==> config.mk <==
export PLATFORM = sky130hd
export DESIGN_NAME = fma_line_packer
export DESIGN_NICKNAME = d
export VERILOG_FILES = /design/src/rtl/fma_line_packer.sv
export SDC_FILE = /design/constraint.sdc
export NUM_CORES = 1
export LEC_CHECK = 0
export CAP_MARGIN = 30
export CORE_UTILIZATION = 40
export CTS_BUF_LIST = sky130_fd_sc_hd__clkbuf_4 sky130_fd_sc_hd__clkbuf_8 sky130_fd_sc_hd__clkbuf_16
export DETAILED_ROUTE_END_ITERATION = 7
export GPL_TIMING_DRIVEN = 0
export PLACE_DENSITY = 0.61
export REMOVE_ABC_BUFFERS = 1
export SLEW_MARGIN = 40
export SYNTH_ARGS = -nofsm -noshare
export SYNTH_HDL_FRONTEND = slang
export SYNTH_SLANG_ARGS = --single-unit
==> constraint.sdc <==
create_clock -name clk_in -period 9.4 [get_ports clk_in]
set_clock_uncertainty 0.05 [all_clocks]
set_input_delay 1.88 -clock clk_in [delete_from_list [all_inputs] [get_ports clk_in]]
set_output_delay 1.88 -clock clk_in [all_outputs]
set_load 0.03 [all_outputs]
==> src/rtl/fma_line_packer.sv <==
// Compacts valid FMA lane results into memory lines and queues finished lines for write-back.
// Optional statistics counters are enabled by defining FMA_LINE_PACKER_STATS_EN.
module fma_line_packer #(
  parameter int FMA_COUNT      = 2,
  parameter int WORD_WIDTH     = 16,
  parameter int WORDS_PER_LINE = 6,
  parameter int FIFO_DEPTH     = 4
) (
  input  logic                               clk_in,
  input  logic                               rst_in,
  input  logic [WORD_WIDTH*FMA_COUNT-1:0]    fma_out,
  input  logic [FMA_COUNT-1:0]               fma_valid_out,
  input  logic                               flush_in,
  output logic [WORD_WIDTH*WORDS_PER_LINE-1:0] line_out,
  output logic [WORDS_PER_LINE-1:0]          line_mask_out,
  output logic                               line_valid_out,
  input  logic                               line_ready_in,
`ifdef FMA_LINE_PACKER_STATS_EN
  output logic [15:0]                        lines_pushed_out,
  output logic [15:0]                        lines_dropped_out,
`endif
  output logic                               overflow_out
);

  localparam int WPL = WORDS_PER_LINE;
  localparam int LW  = WORD_WIDTH * WPL;
  localparam int PW  = $clog2(2 * WPL);
  localparam int AW  = $clog2(FIFO_DEPTH);
  localparam int CW  = AW + 1;

  typedef enum logic {FILLING, FLUSH_PENDING} state_t;

  state_t                state_reg;
  logic [PW-1:0]         p_reg;
  logic [WORD_WIDTH-1:0] part_reg [WPL];

  logic [WORD_WIDTH-1:0] ext [2*WPL];
  logic [WORD_WIDTH-1:0] part_next [WPL];
  logic [PW-1:0]         total;
  logic [PW-1:0]         p_next;
  logic                  spill;
  logic                  flush_eff;
  logic                  push_req;
  logic [LW-1:0]         push_line;
  logic [WPL-1:0]        push_mask;
  state_t                state_next;

  // Words beyond p in part_reg are always zero, so ext doubles as the zero-padded flush line.
  always_comb begin
    for (int i = 0; i < WPL; i++) ext[i] = part_reg[i];
    for (int i = WPL; i < 2 * WPL; i++) ext[i] = '0;
    total = p_reg;
    for (int l = FMA_COUNT - 1; l >= 0; l--) begin
      if (fma_valid_out[l]) begin
        ext[total] = fma_out[l*WORD_WIDTH +: WORD_WIDTH];
        total      = total + PW'(1);
      end
    end
    flush_eff = flush_in || (state_reg == FLUSH_PENDING);
    spill     = (total >= PW'(WPL));
    push_req  = spill || (flush_eff && (total != '0));
    push_line = '0;
    push_mask = '0;
    for (int i = 0; i < WPL; i++) begin
      push_line[(WPL-1-i)*WORD_WIDTH +: WORD_WIDTH] = ext[i];
      push_mask[WPL-1-i] = spill || (PW'(i) < total);
    end
    if (spill) begin
      p_next = total - PW'(WPL);
      for (int i = 0; i < WPL; i++) part_next[i] = ext[WPL+i];
    end else if (flush_eff) begin
      p_next = '0;
      for (int i = 0; i < WPL; i++) part_next[i] = '0;
    end else begin
      p_next = total;
      for (int i = 0; i < WPL; i++) part_next[i] = ext[i];
    end
    state_next = (flush_eff && spill) ? FLUSH_PENDING : FILLING;
  end

  logic [LW-1:0]  fifo_line [FIFO_DEPTH];
  logic [WPL-1:0] fifo_mask [FIFO_DEPTH];
  logic [AW-1:0]  wr_ptr_reg, rd_ptr_reg;
  logic [CW-1:0]  count_reg;
  logic           overflow_reg;
  logic           pop, full, push_ok, drop;

  assign pop     = (count_reg != '0) && line_ready_in;
  assign full    = (count_reg == CW'(FIFO_DEPTH));
  assign push_ok = push_req && (!full || pop);
  assign drop    = push_req && full && !pop;

  // Storage needs no reset: the head is masked to zero whenever the FIFO is empty.
  always_ff @(posedge clk_in) begin
    if (push_ok) begin
      fifo_line[wr_ptr_reg] <= push_line;
      fifo_mask[wr_ptr_reg] <= push_mask;
    end
  end

  always_ff @(posedge clk_in or posedge rst_in) begin
    if (rst_in) begin
      state_reg    <= FILLING;
      p_reg        <= '0;
      for (int i = 0; i < WPL; i++) part_reg[i] <= '0;
      wr_ptr_reg   <= '0;
      rd_ptr_reg   <= '0;
      count_reg    <= '0;
      overflow_reg <= 1'b0;
    end else begin
      state_reg <= state_next;
      p_reg     <= p_next;
      for (int i = 0; i < WPL; i++) part_reg[i] <= part_next[i];
      if (push_ok) wr_ptr_reg <= wr_ptr_reg + AW'(1);
      if (pop)     rd_ptr_reg <= rd_ptr_reg + AW'(1);
      if (push_ok && !pop)      count_reg <= count_reg + CW'(1);
      else if (pop && !push_ok) count_reg <= count_reg - CW'(1);
      if (drop) overflow_reg <= 1'b1;
    end
  end

`ifdef FMA_LINE_PACKER_STATS_EN
  logic [15:0] pushed_reg, dropped_reg;

  always_ff @(posedge clk_in or posedge rst_in) begin
    if (rst_in) begin
      pushed_reg  <= '0;
      dropped_reg <= '0;
    end else begin
      if (push_ok && pushed_reg != 16'hFFFF)  pushed_reg  <= pushed_reg + 16'd1;
      if (drop && dropped_reg != 16'hFFFF)    dropped_reg <= dropped_reg + 16'd1;
    end
  end

  assign lines_pushed_out  = pushed_reg;
  assign lines_dropped_out = dropped_reg;
`endif

  assign line_valid_out = (count_reg != '0);
  assign line_out       = line_valid_out ? fifo_line[rd_ptr_reg] : '0;
  assign line_mask_out  = line_valid_out ? fifo_mask[rd_ptr_reg] : '0;
  assign overflow_out   = overflow_reg;

endmodule
==> results.sh <==
export IMPL_synth_area_um2=24110
export IMPL_setup_viol=0
export IMPL_clock_latency_ns=0.59
export IMPL_placed_area_um2=26800
export IMPL_seq_power_share_pct=34.4
export IMPL_vias=14630
export IMPL_p_leak_nw=10.35
export IMPL_async_flop_share_pct=21.08
export IMPL_vdd_drop_max_mv=0.1970
export IMPL_rsz0062_at_grt="false"
export IMPL_cp_max_fo=41
export IMPL_root_buffer="clkbuf_16"
export IMPL_synthFlopType="edfxtp_1"
export IMPL_yosysSeqAreaShare_pct=62.14
export IMPL_synth_warnings=0
export IMPL_clock_path_buffers=3
export IMPL_hold_buffers=0
export IMPL_areaGrowthSynthToFinish_pct=18.07
export IMPL_maxSlewViolCount=0
export IMPL_pin_count=142
export IMPL_finalCriticalPeriod_ns=6.142
export IMPL_netSwitchingPower_mw=4.411
export IMPL_cts_tree="done"
export IMPL_violations="design-rule violations"
export IMPL_critical_path_top_delay_family="adder cells"
export IMPL_dp_slack_ns=2.718
export IMPL_cts_resized=0
export IMPL_cp_start_kind="input port"
export IMPL_htree_num_levels=2
export IMPL_synth_top_cell_by_area="edfxtp_1"
export IMPL_holdPathStages=1
export IMPL_drv_cap=0
export IMPL_p_int_mw=7.089
export IMPL_most_common_layout_cells="edfxtp_1 (408), mux2i_1 (161), o21ai_0 (151), clkdlybuf4s50_1 (140), inv_1 (108)"
export IMPL_final_common_cell="edfxtp_1"
export IMPL_detail_route_antenna_nets=0
export IMPL_cp_cell_sequence="buf_4 > buf_12 > mux2_2 > ha_1 > nand2_2 > a21oi_1 > nor2_1 > ha_1 > nand2_1 > nand3_1 > o32ai_4 > buf_4 > a21oi_2 > ha_1 > inv_1 > fa_1 > xor2_1 > nor2_1 > xor2_1"
export IMPL_cts_buffers=51
export IMPL_period_share_pct=65.34
export IMPL_via_per_inst=5.649
export IMPL_criticalPathCategory="in2reg"
export IMPL_syn_avg_cell_area_um2=14.31
export IMPL_drt_wl_total_mm=61.47
export IMPL_core_um2=59240
export IMPL_cp_startpoint="fma_valid_out[1]"
export IMPL_fin_ws_ns=3.258
export IMPL_crit_slowest_cell="nand2_2"
export IMPL_die_w_um=247.5
export IMPL_r2r_cells=19
export IMPL_worst_slew_pin_slew_ns=0.8763
export IMPL_syn_inst=1684
export IMPL_grt_pass1_vias=14700
export IMPL_holdCritPathClass="reg2reg"
export IMPL_cpPeakStageDelay_ns=0.53
export IMPL_rows=89
export IMPL_report_power_total_mw=11.50
export IMPL_r2r_start="p_reg[0]"
export IMPL_grt_max_degree=59
export IMPL_gp_congestion=0.7768
export IMPL_drt_initial_drc_count=1221
export IMPL_synthXorXnorAreaFrac_pct=0.5242
export IMPL_die_y_um=247.5
export IMPL_power_frac_comb_pct=47.9
export IMPL_finalHoldViolCount=0
export IMPL_yosysUniqueCellTypes=55
export IMPL_synth_top_area_share_pct=50.83
export IMPL_hold_path_startpoint="overflow_out"
export IMPL_utilization_pct=48.04
export IMPL_synthMuxAreaShare_pct=16.40
export IMPL_yosys_area_share_simple_pct=5.673
export IMPL_fin_nets=1827
export IMPL_dp_cells=2494
export IMPL_cp_end_kind="flip-flop"
export IMPL_overflow=0
export IMPL_synth_seq_cells=517
export IMPL_drive_gt1_share_pct=17.91
export IMPL_r2r_slack_ns=4.18
export IMPL_synth_top_family_by_area="multiplexers"
export IMPL_synth_fa_ha_area_share_pct=0.8097
export IMPL_largest_reg_flops=384
export IMPL_powerDensity_nw_per_um2=404.0
export IMPL_final_area_um2=28460
export IMPL_clk_pin_slew_ns=0.06
export IMPL_cpMostUsedCell="ha_1"
export IMPL_antenna_found_initial=6
export IMPL_hold_path_end="overflow_out"
export IMPL_switching_share_pct=38.36
export IMPL_fmax_ghz=0.1628
export IMPL_r2r_end="count_reg[2]"
export IMPL_dp_hpwl_mm=39.73
export IMPL_slew_headroom_pct=41.42
export IMPL_clock_sinks=517
export IMPL_cts_setup_buffers=0
export IMPL_start_util_pct=40.69
export IMPL_synthTopCellsByArea="edfxtp_1 (51%), dfrtp_1 (11%), mux4_2 (9.5%)"
export IMPL_synth_edf_count=408
export IMPL_drtPass1Iterations=8
export IMPL_synth_compound_area_share_pct=9.872
export IMPL_wire_per_inst_um=23.73
export IMPL_grt_use_total_pct=20.13
export IMPL_grt_pass1_wl_mm=92.58
export IMPL_clkPwrFrac_pct=17.6
export IMPL_crit_required_ns=9.85
export IMPL_arrival_ns=6.60
export IMPL_path_buf_inv=4
export IMPL_io_buffers=141
export IMPL_dieArea_um2=61250
export IMPL_stdcell_count=2590
export IMPL_status="finished with violations"
export IMPL_drc=7
## metrics by stage
step	hold WS (ns)	TNS, ns
global placement	0.3925	-2819.81
finish	0.4183	0
global route	0.4431	0
floorplan	0.3987	0
CTS	0.4311	0
detailed placement	0.4113	0
## final cells by class
| cell class | instances | area, um2 |
|---|---|---|
| Tap cell | 773 | 967.2 |
| Sequential cell | 517 | 14990 |
| Fill cell | 5160 | 30780 |
| Clock inverter | 30 | 254.0 |
| Multi-Input combinational cell | 902 | 8193 |
| Clock buffer | 64 | 1399 |
| Antenna cell | 2 | 5.005 |
| Inverter | 109 | 416.7 |
| Timing Repair Buffer | 193 | 2241 |
## worst max path at each step
stage                  endpoint  slack [ns]  depth (start not counted)
4_1_cts            count_reg[2]        3.34                         19
6_report           count_reg[2]        3.26                         19
2_1_floorplan      part_reg[95]        1.11                         10
3_5_place_dp   fifo_line[0][73]        2.72                         15
3_3_place_gp       part_reg[95]       -5.57                          7
5_1_grt        fifo_line[0][73]        3.06                         15
## power groups by stage
stage          combinational [mW]  sequential (mW)  clock, mW
5_1_grt                      5.88             4.04       2.15
2_1_floorplan                3.27             4.12          0
3_5_place_dp                 5.57             4.02          0
6_report                     5.51             3.96       2.03
4_1_cts                      5.58             3.97       2.06
3_3_place_gp                 5.12             4.32          0
## logic make-up after synthesis
kind of cell	after synthesis
simple gates	261
compound gates	347
buf+inv	265
fa+ha+maj	15
xor+xnor	12
flops	517
mux	267
## per-layer routing
layer | track usage, % | vias to the layer above | part of all wire (%)
li1 | - | 6541 | -
met4 | 5.215 | 8 | 2.0
met1 | 28.20 | 7512 | 44
met5 | 0 | - | 0.065
met2 | 32.27 | 474 | 48
met3 | 3.720 | 95 | 6.1
## synth_stat cells, types with 2 or more instances
master and n:
o221ai_1 2, xnor2_1 7, nor2_1 71, and2_1 110, a21oi_1 5, nand4_1 2
ha_1 14, buf_1 5, mux4_2 102, mux2i_1 161, a32oi_1 32, o31ai_1 33
buf_2 30, mux2_2 4, nand2b_1 2, xor2_1 3, nor2b_1 3, o22ai_1 57
edfxtp_1 408, dfrtp_1 109, a21oi_2 4, o21ai_0 151, and3_1 4, nand3_1 14
or3_1 2, inv_1 109, nand3b_1 7, buf_6 5, buf_4 9, o22ai_2 40
clkbuf_1 107, o21ai_1 14, nand2_1 36
## worst reg2reg max path: cells and delay by family (launching register included)
kind                     cells  cell delay, ns
buffers and inverters        3            0.45
multiplexers                 1            0.33
flip-flops                   1            0.61
AO/OA/AOI/OAI                3            0.61
AND/OR/NAND/NOR              5            1.19
adder cells (fa/ha/maj)      5            1.59
XOR/XNOR                     2            0.32
Note: power is estimated with default switching activity, not from simulation.
